$ cat config.mk
export PLATFORM = sky130hd
export DESIGN_NAME = esp8266_uart_tx
export DESIGN_NICKNAME = d
export VERILOG_FILES = /design/src/rtl/esp8266_uart_tx_pkg.sv /design/src/rtl/esp8266_uart_tx_fifo.sv /design/src/rtl/esp8266_uart_tx.sv
export SDC_FILE = /design/constraint.sdc
export NUM_CORES = 1
export LEC_CHECK = 0
export BUFFER_PORTS_ARGS = -buffer_cell sky130_fd_sc_hd__clkbuf_2
export CAP_MARGIN = 20
export CORE_MARGIN = 10
export CORE_UTILIZATION = 35
export DETAILED_ROUTE_END_ITERATION = 8
export HOLD_SLACK_MARGIN = 0.15
export PLACE_DENSITY = 0.6
export SLEW_MARGIN = 20
export SYNTH_ARGS = -nofsm -noshare
export SYNTH_HDL_FRONTEND = slang
export SYNTH_SLANG_ARGS = --single-unit
$ cat constraint.sdc
create_clock -name Clk -period 3.4 [get_ports Clk]
set_input_delay 0.34 -clock Clk [delete_from_list [all_inputs] [get_ports Clk]]
set_output_delay 0.34 -clock Clk [all_outputs]
set_load 0.02 [all_outputs]
$ cat src/rtl/esp8266_uart_tx_pkg.sv
// Shared definitions for the ESP8266 UART transmit path: FSM states,
// default line parameters and the baud divider helper.
package esp8266_uart_tx_pkg;

  typedef enum logic [1:0] {ST_IDLE, ST_START, ST_DATA, ST_STOP} tx_state_t;

  localparam int unsigned DEF_CLK_FREQ = 50_000_000;
  localparam int unsigned DEF_BAUD     = 115_200;
  localparam int unsigned FRAME_BITS   = 10;

  // Rounded-to-nearest clocks per bit.
  function automatic int unsigned baud_div(input int unsigned clk_freq,
                                           input int unsigned baud);
    return (clk_freq + baud / 2) / baud;
  endfunction

endpackage

$ cat src/rtl/esp8266_uart_tx_fifo.sv
// Single-clock byte FIFO with extra-MSB pointers; flags and count are
// registered from next-state pointers so they line up with the data.
module esp8266_tx_fifo #(
  parameter int unsigned AW = 4
) (
  input  logic          Clk,
  input  logic          Rst_n,
  input  logic          push,
  input  logic          pop,
  input  logic [7:0]    din,
  output logic [7:0]    dout,
  output logic          full,
  output logic          empty,
  output logic [AW:0]   count,
  output logic [AW:0]   count_nxt
);

  logic [7:0]  mem [2**AW];
  logic [AW:0] wptr, rptr, wptr_n, rptr_n;
  logic        wr, rd;

  assign wr        = push & ~full;
  assign rd        = pop & ~empty;
  assign wptr_n    = wptr + (AW+1)'(wr);
  assign rptr_n    = rptr + (AW+1)'(rd);
  assign count_nxt = wptr_n - rptr_n;
  assign dout      = mem[rptr[AW-1:0]];

  always_ff @(posedge Clk) begin
    if (wr) mem[wptr[AW-1:0]] <= din;
  end

  always_ff @(posedge Clk or negedge Rst_n) begin
    if (!Rst_n) begin
      wptr  <= '0;
      rptr  <= '0;
      full  <= 1'b0;
      empty <= 1'b1;
      count <= '0;
    end else begin
      wptr  <= wptr_n;
      rptr  <= rptr_n;
      full  <= (wptr_n[AW] != rptr_n[AW]) && (wptr_n[AW-1:0] == rptr_n[AW-1:0]);
      empty <= (wptr_n == rptr_n);
      count <= count_nxt;
    end
  end

endmodule

$ cat src/rtl/esp8266_uart_tx.sv
// Strobe-driven byte capture into a FIFO, drained as back-to-back 8N1
// frames on a registered Tx line.
module esp8266_uart_tx
  import esp8266_uart_tx_pkg::*;
#(
  parameter int unsigned CLK_FREQ = DEF_CLK_FREQ,
  parameter int unsigned BAUD     = DEF_BAUD,
  parameter int unsigned FIFO_AW  = 4
) (
  input  logic               Clk,
  input  logic               Rst_n,
  input  logic               Sig,
  input  logic [7:0]         Data_in,
  output logic               Tx,
  output logic               Busy,
  output logic               Fifo_full,
  output logic [FIFO_AW:0]   Fifo_count,
  output logic               Overflow
);

  localparam int unsigned DIV   = baud_div(CLK_FREQ, BAUD);
  localparam int unsigned CNT_W = (DIV > 1) ? $clog2(DIV) : 1;

  logic             s1, s2, push, pop, fifo_empty, tick, tx_n;
  logic [7:0]       fifo_dout, shreg, sh_n;
  logic [FIFO_AW:0] count_nxt;
  logic [CNT_W-1:0] cnt, cnt_n;
  logic [2:0]       bit_idx, bit_n;
  tx_state_t        state, state_n;

  assign push = s1 & ~s2;
  assign tick = (cnt == CNT_W'(DIV - 1));

  esp8266_tx_fifo #(.AW(FIFO_AW)) u_fifo (
    .Clk       (Clk),
    .Rst_n     (Rst_n),
    .push      (push),
    .pop       (pop),
    .din       (Data_in),
    .dout      (fifo_dout),
    .full      (Fifo_full),
    .empty     (fifo_empty),
    .count     (Fifo_count),
    .count_nxt (count_nxt)
  );

  always_ff @(posedge Clk or negedge Rst_n) begin
    if (!Rst_n) begin
      s1       <= 1'b0;
      s2       <= 1'b0;
      state    <= ST_IDLE;
      cnt      <= '0;
      bit_idx  <= '0;
      shreg    <= '0;
      Tx       <= 1'b1;
      Busy     <= 1'b0;
      Overflow <= 1'b0;
    end else begin
      s1      <= Sig;
      s2      <= s1;
      state   <= state_n;
      cnt     <= cnt_n;
      bit_idx <= bit_n;
      shreg   <= sh_n;
      Tx      <= tx_n;
      // Registered from next-state values so Busy tracks the FIFO and FSM without lag.
      Busy    <= (state_n != ST_IDLE) || (count_nxt != '0);
      if (push && Fifo_full) Overflow <= 1'b1;
    end
  end

  always_comb begin
    state_n = state;
    cnt_n   = cnt;
    bit_n   = bit_idx;
    sh_n    = shreg;
    tx_n    = Tx;
    pop     = 1'b0;
    unique case (state)
      ST_IDLE: begin
        tx_n = 1'b1;
        if (!fifo_empty) begin
          pop     = 1'b1;
          sh_n    = fifo_dout;
          tx_n    = 1'b0;
          cnt_n   = '0;
          state_n = ST_START;
        end
      end
      ST_START: begin
        if (tick) begin
          cnt_n   = '0;
          bit_n   = '0;
          tx_n    = shreg[0];
          state_n = ST_DATA;
        end else begin
          cnt_n = cnt + CNT_W'(1);
        end
      end
      ST_DATA: begin
        if (tick) begin
          cnt_n = '0;
          if (bit_idx == 3'(FRAME_BITS - 3)) begin
            tx_n    = 1'b1;
            state_n = ST_STOP;
          end else begin
            bit_n = bit_idx + 3'd1;
            sh_n  = {1'b0, shreg[7:1]};
            tx_n  = shreg[1];
          end
        end else begin
          cnt_n = cnt + CNT_W'(1);
        end
      end
      ST_STOP: begin
        if (tick) begin
          cnt_n = '0;
          if (!fifo_empty) begin
            pop     = 1'b1;
            sh_n    = fifo_dout;
            tx_n    = 1'b0;
            state_n = ST_START;
          end else begin
            tx_n    = 1'b1;
            state_n = ST_IDLE;
          end
        end else begin
          cnt_n = cnt + CNT_W'(1);
        end
      end
      default: state_n = ST_IDLE;
    endcase
  end

endmodule

==> results.toml, run 1 <==
[outcome]
status = "completed"

[logic_synthesis]
synthesis.nets = 458
synth_edf_count = 128
avgSynthCellArea_sq_um = 16.4
syn-instance-count = 432
yosysSeqAreaShare_pct = 69.8
yosysWarnings = 0
netlist.area_leader.share_pct = 54.2
synthTopCellsByArea = "edfxtp_1, dfrtp_1, mux4_2, ha_1, a21oi_1"
dominantRegCellSynth = "edfxtp_1"
synthArstFlopShare_pct = 25.6
syn_area_sq_um = 7090
ys_ff_latch = 172
yosysUniqueCellTypes = 48
synth_top_cell_by_area = "edfxtp_1"

[cts]
clk_latency_ns = 0.43
h-tree-depth = 4
cts_made_buffers = 17
clkTransAtPathRegs_ns = 0.07
cts_tree = "yes"
root_buffer = "clkbuf_16"
clock-sinks = 172
cts_buffer_depth = 2

[pwr]
p_sw_share_pct = 25.2
p_seq_share_pct = 51.1
p_per_area_nw_per_um2 = 595
p_int_mw = 3.66
p_leak_nw = 2.91
p_comb_share_pct = 12.3
clkPwrFrac_pct = 36.6
vdd_drop_max_mv = 0.384
p_sw_mw = 1.24
fin_total_pwr_mw = 4.90

[global_routing]
grt_overflow = 0
grt_max_degree = 33
antenna_found_initial = 0
grt_first_pass_wirelength_microns = 21900
grt_use_total_pct = 10.9
grt_pass1_vias = 3928

[cells_and_area]
fillers = 1789
final_nets = 498
multi_input_area_sq_um = 2090
drive_gt1_share_pct = 25.4
stdcell_area_sq_um = 8230
n_antenna_cell = 0
post-route-util_pct = 40.9
areaGrowthSynthToFinish_pct = 16.1
regArea_sq_um = 4950

[floorplanning]
die_w_microns = 162
initial_core_util_pct = 35.3
fp.dieH_microns = 162
rows = 52
ios = 20
dieArea_sq_um = 26300
core_area_sq_um = 20100

[drt]
vias = 3775
drt-initial-drc-count = 277
first_pass_iters = 4
ant_nets = 0
wirelength_microns = 13600
drc = 0
vias_per_cell = 5.00
drt-wirelength-per-cell_microns = 18.0

[placed_design]
placed_cell_area_sq_um = 7540
hpwl_microns = 8930
numPortBuffers = 19
place_congestion = 0.794

[critical_path]
reg2reg_depth = 15
crit_type = "register to register"
cp.arrival_ns = 3.57
crit_fanout = 3
critical_path.endpoint_type = "register"
endpoint = "Busy$_DFF_PN0_"
rr_startpoint = "cnt[1]$_DFFE_PN0P_"
regToRegEndpoint = "Busy$_DFF_PN0_"
r2r_slack_ns = 0.13
critPathRequiredTime_ns = 3.70
startpoint = "cnt[1]$_DFFE_PN0P_"
start_kind = "register"

[timing]
period_share_pct = 96.3
rsz0062_at_grt = "true"
fmaxAchievable_ghz = 0.306
drv_slew = 0
skew_ns = 0.00913
setup_viol = 0
worst_slew_pin_slew_ns = 0.908
max_slew_margin_pct = 39.2
finalCriticalPeriod_ns = 3.27
hold_viol = 0

[min_path]
hold_class = "input pin to register"

[run]
cap_violations = 0
[power by group through the flow]
| stage | clock (mW) | sequential [mW] | combinational [mW] |
|---|---|---|---|
| after global placement | 0 | 2.54 | 0.531 |
| after floorplan | 0 | 2.56 | 0.330 |
| final | 1.80 | 2.50 | 0.602 |
| after global routing | 1.94 | 2.52 | 0.667 |
| after detailed placement | 0 | 2.54 | 0.553 |
| after CTS | 1.85 | 2.50 | 0.557 |
[worst max-delay path: stages, from the launching register on]
cell     delay, ns
dfrtp_1       0.40
inv_2         0.09
ha_4          0.12
nand4_1       0.15
nor3_4        0.23
a21oi_2       0.09
nor3_2        0.23
ha_2          0.27
xnor2_4       0.10
xor2_2        0.19
ha_2          0.20
a21oi_4       0.13
o21ai_1       0.09
a31oi_1       0.19
xnor2_1       0.12
or4b_1        0.53
[final cells by class]
type                       count  area share, %
clock buffer                  18           5.21
clock inverter                14           1.47
inverter                      16          0.730
multi-input combinational    227           25.4
sequential                   172           60.1
tap                          270           4.10
timing repair buffer          38           2.95
[cell usage after synthesis (all sizes together), types with 3 or more instances]
cell type	n
mux4	34
xor2	3
clkbuf	9
o21ai	23
and3	5
inv	16
a21oi	24
nand2b	6
a22oi	12
nand3	7
edfxtp	128
xnor2	8
nor3	8
ha	15
buf	8
nor2	27
dfrtp	42
nand2	16
nand4	3
a22o	6
nand3b	3
or2	3
[metrics by stage]
| step | worst slack [ns] | setup TNS [ns] | instances | hold WS [ns] |
|---|---|---|---|---|
| after CTS | 0.0349 | 0 | 751 | 0.306 |
| after floorplan | 0.254 | 0 | 432 | 0.0444 |
| final | 0.127 | 0 | 755 | 0.335 |
| after global placement | 0.132 | 0 | 717 | 0.377 |
| after detailed placement | -0.0527 | -0.0527 | 717 | 0.385 |
| after global routing | -0.0440 | -0.0440 | 755 | 0.353 |
[cells in the final DEF (no fill, tap or decap), types with 4 or more instances in the layout]
cell,count
edfxtp_1,128
xnor2_1,6
clkbuf_2,19
nor3_1,6
ha_1,10
a22oi_1,12
buf_4,17
mux4_2,34
inv_1,15
clkinv_4,4
dfrtp_1,40
nor2_1,27
clkbuf_16,17
nand2_1,16
a21oi_1,21
nand3_1,7
a22o_1,6
o21ai_0,21
and3_1,5
nand2b_1,6
[registers in the layout, indices dropped and copies added, names as in the netlist]
name / count
state: 2
shreg: 8
bit_idx: 3
u_fifo.count: 5
u_fifo.mem: 128
Overflow: 1
u_fifo.full: 1
Busy: 1
cnt: 9
Tx: 1
u_fifo.rptr: 5
s1: 1
s2: 1
u_fifo.empty: 1
u_fifo.wptr: 5
[cells by family after synthesis]
| family | after synthesis | share of synthesized area (%) |
|---|---|---|
| flip-flops | 172 | 69.8 |
| adder cells (fa/ha/maj) | 15 | 2.65 |
| multiplexers | 37 | 11.2 |
| XOR/XNOR | 11 | 1.36 |
| AO/OA/AOI/OAI | 73 | 6.28 |
| buffers and inverters | 33 | 1.94 |
| AND/OR/NAND/NOR | 91 | 6.74 |
[metal layers]
layer  routed length, microns  GRT usage [%]  vias up
met2                     6840           17.4       56
met3                      464           2.73       19
met4                      238           4.88        0
li1                         -              -     1763
met5                        0              0        -
met1                     6050           13.6     1937
[worst min-delay path by stage]
stage	end	start	depth (start not counted)	slack, ns
floorplan	Busy$_DFF_PN0_	Rst_n	0	0.04
finish	u_fifo.mem[4][3]$_DFFE_PP_	Data_in[3]	1	0.34
detailed placement	s2$_DFF_PN0_	s1$_DFF_PN0_	0	0.39
CTS	u_fifo.mem[1][3]$_DFFE_PP_	Data_in[3]	1	0.31
global route	u_fifo.mem[1][3]$_DFFE_PP_	Data_in[3]	1	0.35
global placement	s2$_DFF_PN0_	s1$_DFF_PN0_	0	0.38
[repair_timing]
| item | in CTS | in global routing |
|---|---|---|
| resized for setup | 1 | 16 |
| pin swaps | 0 | 13 |
| buffers inserted | 0 | 4 |
| endpoints found under the setup margin | 1 | 1 |
| hold buffers | 2 | 0 |
| hold endpoints to repair | 29 | 0 |
| gates cloned | 0 | 0 |
Power figures use the tool's default switching activity.
==> inputs of run 2 (changes only) <==
- SYNTH_HIERARCHICAL: not set -> 1
==> run 2 against run 1 <==
Sequential power about the same. Core utilization increased by 1.0 points. Non-clock buffer count increased by 25. First-iteration DRC count increased by 33%. Sequential share of layout area decreased by 4.2 points. Clock skew increased by 0.00072 ns. Critical path type unchanged. Largest cell class unchanged.
==> results.toml, run 2 <==
[logic_synthesis]
synthArstFlopShare_pct = 25.6
synth_common_cells = "edfxtp_1, dfrtp_1, o21ai_0"
synth_edf_count = 128
synth_top_cell_by_area = "edfxtp_1"
syn-instance-count = 484
netlist.area_leader.share_pct = 51.2
yosysSeqAreaShare_pct = 65.9
synthesis.nets = 508
yosysWarnings = 6
syn_area_sq_um = 7510
avgSynthCellArea_sq_um = 15.5
yosysMostFrequentCell = "edfxtp_1"
dominantRegCellSynth = "edfxtp_1"
yosysUniqueCellTypes = 66
ys_ff_latch = 172
synthTopCellsByArea = "edfxtp_1, dfrtp_1, mux4_2, mux2_2, mux2i_1"

[timing]
fmaxAchievable_ghz = 0.299
rsz0062_at_grt = "true"
finalCriticalPeriod_ns = 3.34
drv_slew = 0
worst_slew_pin_slew_ns = 0.932
setup_viol = 0
skew_ns = 0.00985
max_slew_margin_pct = 37.6
setup_tns_ns = 0
hold_viol = 0
period_share_pct = 98.3

[drt]
wirelength_microns = 15200
vias = 4256
drt-initial-drc-count = 369
vias_per_cell = 5.12
first_pass_iters = 5
ant_nets = 0
drc = 0
drt-wirelength-per-cell_microns = 18.3

[floorplanning]
fp.dieH_microns = 166
initial_core_util_pct = 35.6
dieArea_sq_um = 27700
rows = 53
die_w_microns = 166
core_area_sq_um = 21100
ios = 20

[critical_path]
reg2reg_depth = 16
crit_fanout = 3
crit_type = "register to register"
critical_path.endpoint_type = "register"
r2r_slack_ns = 0.06
startpoint = "cnt[1]$_DFFE_PN0P_"
critPathRequiredTime_ns = 3.71
endpoint = "Busy$_DFF_PN0_"
cp.arrival_ns = 3.65
start_kind = "register"
regToRegEndpoint = "Busy$_DFF_PN0_"
rr_startpoint = "cnt[1]$_DFFE_PN0P_"

[cells_and_area]
drive_gt1_share_pct = 30.0
n_antenna_cell = 0
final_common_cell = "edfxtp_1"
areaGrowthSynthToFinish_pct = 17.9
post-route-util_pct = 42.0
stdcell_area_sq_um = 8850
largest_reg_flops = 128
layout_common_cells = "edfxtp_1, buf_4, dfrtp_1"
final_nets = 567

[cts]
clk_latency_ns = 0.43
clkTransAtPathRegs_ns = 0.07
cts_tree = "yes"
h-tree-depth = 4
clock-sinks = 172
cts_buffer_depth = 2
root_buffer = "clkbuf_16"
cts_made_buffers = 17

[placed_design]
numPortBuffers = 19
placed_cell_area_sq_um = 8170
hpwl_microns = 10200
place_congestion = 0.826

[global_routing]
grt_pass1_vias = 4509
grt_use_total_pct = 11.2
grt_max_degree = 49
antenna_found_initial = 0
grt_overflow = 0
grt_first_pass_wirelength_microns = 24700

[min_path]
hold_class = "input pin to register"

[pwr]
p_per_area_nw_per_um2 = 601
vdd_drop_max_mv = 0.384
fin_total_pwr_mw = 5.32
p_leak_nw = 3.36

[outcome]
status = "completed"

[run]
cap_violations = 0
-- run 2: cell count changes after synthesis, moves of 8 or more --
cell | previous run | this run
mux4_2 | 34 | 16
mux2_2 | 1 | 24
a21oi_1 | 23 | 11
mux2i_1 | 2 | 25
nor3_1 | 7 | 15
a221oi_1 | 0 | 8
-- run 2: area by class of cell --
type                       count  area [sq um]
fill                        1886         12200
sequential                   172          4950
multi-input combinational    277          2480
timing repair buffer          63           434
clock buffer                  17           425
tap                          275           344
clock inverter                15           175
inverter                      12          45.0
-- run 2: logic make-up (layout without fill, tap and decap cells) --
family / Yosys count / count (layout) / synth area share [%]
AOI/OAI and AO/OA: 88 / 88 / 8.30
xor gates and xnor gates: 15 / 15 / 2.62
adders and majority gates: 13 / 13 / 2.17
buffers and inverters: 35 / 107 / 2.13
DFF: 172 / 172 / 65.9
muxes: 65 / 65 / 11.7
and+or+nand+nor: 96 / 96 / 7.18
-- run 2: what timing repair did --
item                       CTS  global route
hold endpoints to repair    29             0
buffers inserted             1             1
setup endpoints to repair    1             1
gates cloned                 0             0
gates resized for setup      2             7
pin swaps                    3             9
hold buffers                 2             0
-- run 2: worst min path at each step --
stage	slack (ns)	startpoint	cells past startpoint	end
finish	0.36	Data_in[6]	1	u_fifo/mem[2][6]$_DFFE_PP_
global route	0.38	Data_in[3]	1	u_fifo/mem[1][3]$_DFFE_PP_
CTS	0.36	Data_in[3]	1	u_fifo/mem[14][3]$_DFFE_PP_
detailed placement	0.37	s1$_DFF_PN0_	0	s2$_DFF_PN0_
global placement	0.36	s1$_DFF_PN0_	0	s2$_DFF_PN0_
floorplan	0.04	Rst_n	0	Busy$_DFF_PN0_
-- run 2: power by group --
group	internal [mW]	switching, mW	total (mW)
clock	1.05	0.893	1.95
sequential	2.42	0.105	2.52
combinational	0.373	0.481	0.854
-- run 2: metrics by stage --
| step | setup WS (ns) | std cells | hold WS (ns) |
|---|---|---|---|
| 3_5_place_dp | -0.129 | 795 | 0.368 |
| 2_1_floorplan | -0.0235 | 484 | 0.0444 |
| 5_1_grt | -0.129 | 831 | 0.376 |
| 3_3_place_gp | 0.0141 | 795 | 0.357 |
| 6_report | 0.0588 | 831 | 0.362 |
| 4_1_cts | 0.0110 | 830 | 0.361 |
-- run 2: metal layers --
metal	up-vias	part of all wire (%)	global-route usage (%)
met4	0	2.0	4.73
met5	-	0	0
met1	2138	47	14.8
met2	98	47	17.5
met3	22	3.9	2.40
li1	1998	-	-
-- run 2: worst max-delay path: stages (launching register included) --
cell,delay (ns)
dfrtp_1,0.39
inv_2,0.06
ha_2,0.16
and4_4,0.23
a31oi_4,0.11
nor3_4,0.20
and3b_2,0.27
xnor2_4,0.13
inv_2,0.06
xnor2_1,0.13
ha_2,0.20
a21oi_2,0.16
a31oi_1,0.09
o32a_1,0.40
nor3_2,0.11
nand2_1,0.06
or4b_1,0.45
==> inputs of run 3 (changes only) <==
- PLACE_DENSITY: 0.6 -> not set
- PLACE_DENSITY_LB_ADDON: not set -> 0.15
- SKIP_LAST_GASP: not set -> 1
- SYNTH_HIERARCHICAL: 1 -> not set
==> run 3 against run 2 <==
Clock-buffer cell count unchanged. Routed wire length down 4.7%. Clock power down 2%. Critical path depth down 1. Final area down 6.2%. Combinational power down 31%. Global-route usage up 0.32 points. Flip-flop and latch count unchanged. Critical endpoint unchanged.
==> results.toml, run 3 (synthesized netlist as in run 1, its figures left out) <==
[global_routing]
antenna_found_initial = 0
grt_overflow = 0
grt_use_total_pct = 11.5
grt_pass1_vias = 3924
grt_max_degree = 32
grt_first_pass_wirelength_microns = 23000

[timing]
fin_ws_ns = 0.138
fmaxAchievable_ghz = 0.307
finalCriticalPeriod_ns = 3.26
drv_slew = 0
setup_viol = 0
whs_ns = 0.339
hold_viol = 0
max_slew_margin_pct = 34.2
period_share_pct = 95.9
skew_ns = 0.0146
rsz0062_at_grt = "true"
worst_slew_pin_slew_ns = 0.983

[cts]
cts_made_buffers = 17
clock-sinks = 172
cts_buffer_depth = 2
clkTransAtPathRegs_ns = 0.07
root_buffer = "clkbuf_16"
clk_latency_ns = 0.43
cts_tree = "yes"
h-tree-depth = 4

[cells_and_area]
final_nets = 500
largest_reg_flops = 128
stdcell_area_sq_um = 8310
layout_common_cells = "edfxtp_1, dfrtp_1, mux4_2"
n_antenna_cell = 0
final_common_cell = "edfxtp_1"
drive_gt1_share_pct = 27.1
stdcell_count = 757
post-route-util_pct = 41.3
areaGrowthSynthToFinish_pct = 17.2

[critical_path]
critPathRequiredTime_ns = 3.70
critical_path.endpoint_type = "register"
crit_fanout = 4
rr_startpoint = "cnt[1]$_DFFE_PN0P_"
startpoint = "cnt[1]$_DFFE_PN0P_"
endpoint = "Busy$_DFF_PN0_"
start_kind = "register"
regToRegEndpoint = "Busy$_DFF_PN0_"
r2r_slack_ns = 0.14
reg2reg_depth = 15
cp.arrival_ns = 3.56
crit_type = "register to register"

[drt]
vias_per_cell = 5.00
first_pass_iters = 4
wirelength_microns = 14500
drc = 0
drt-initial-drc-count = 266
vias = 3788
drt-wirelength-per-cell_microns = 19.2
ant_nets = 0

[placed_design]
pre_cts_ws_ns = -0.0580
hpwl_microns = 9460
placed_cell_area_sq_um = 7570
place_congestion = 0.772
numPortBuffers = 19
dpl.cell_count = 721

[pwr]
p_per_area_nw_per_um2 = 601
vdd_drop_max_mv = 0.356
p_leak_nw = 2.95

[floorplanning]
rows = 52
fp.dieH_microns = 162
ios = 20
dieArea_sq_um = 26300
core_area_sq_um = 20100
initial_core_util_pct = 35.3
die_w_microns = 162

[min_path]
hold_class = "input pin to register"

[outcome]
status = "completed"

[run]
cap_violations = 0
[run 3: worst min-delay path by stage]
stage,from,endpoint,slack [ns],depth (start not counted)
floorplan,Rst_n,Busy$_DFF_PN0_,0.04,0
detailed placement,s1$_DFF_PN0_,s2$_DFF_PN0_,0.39,0
global placement,s1$_DFF_PN0_,s2$_DFF_PN0_,0.38,0
CTS,Data_in[7],u_fifo.mem[2][7]$_DFFE_PP_,0.33,1
global route,Data_in[0],u_fifo.mem[7][0]$_DFFE_PP_,0.35,1
finish,Data_in[5],u_fifo.mem[3][5]$_DFFE_PP_,0.34,1
[run 3: power by group]
group	switching [mW]	total (mW)	internal [mW]	leakage, nW
sequential	0.0823	2.50	2.42	1.69
clock	0.920	1.91	0.987	0.287
combinational	0.351	0.587	0.236	0.978
total	1.35	4.99	3.64	2.95
[run 3: area by class of cell]
cell class | count | area (sq um)
Inverter | 16 | 60.1
Clock inverter | 15 | 169
Sequential cell | 172 | 4950
Fill cell | 1810 | 11800
Timing Repair Buffer | 40 | 258
Clock buffer | 17 | 425
Multi-Input combinational cell | 227 | 2110
Tap cell | 270 | 338
[run 3: critical path: stages (launching register included)]
cell and delay [ns]:
dfrtp_1 0.41, inv_2 0.09, ha_4 0.12, nand4_1 0.14, nor3_4 0.23, a21oi_2 0.09, nor3_2 0.24, ha_2 0.27
xnor2_4 0.11, xor2_2 0.20, ha_2 0.19, a21oi_2 0.15, o21ai_1 0.11, a31oi_2 0.17, xnor2_1 0.11, or4b_1 0.51
[run 3: repair_timing]
item	CTS	global route
setup endpoints to repair	1	1
hold buffers	2	0
buffers inserted	0	2
endpoints found under the hold margin	30	0
pin swaps	0	12
resized for setup	1	19
[run 3: stage by stage]
stage / setup TNS [ns] / power (mW)
6_report: 0 / 4.99
5_1_grt: -0.0573 / 5.23
4_1_cts: 0 / 5.01
3_5_place_dp: -0.0580 / 3.09
3_3_place_gp: 0 / 3.08
2_1_floorplan: 0 / 2.89
[run 3: layer usage]
metal	wire (microns)	up-vias	GRT usage [%]
li1	-	1756	-
met5	0	-	0
met3	563	7	2.76
met4	106	0	3.35
met1	6540	1970	15.2
met2	7290	55	18.5
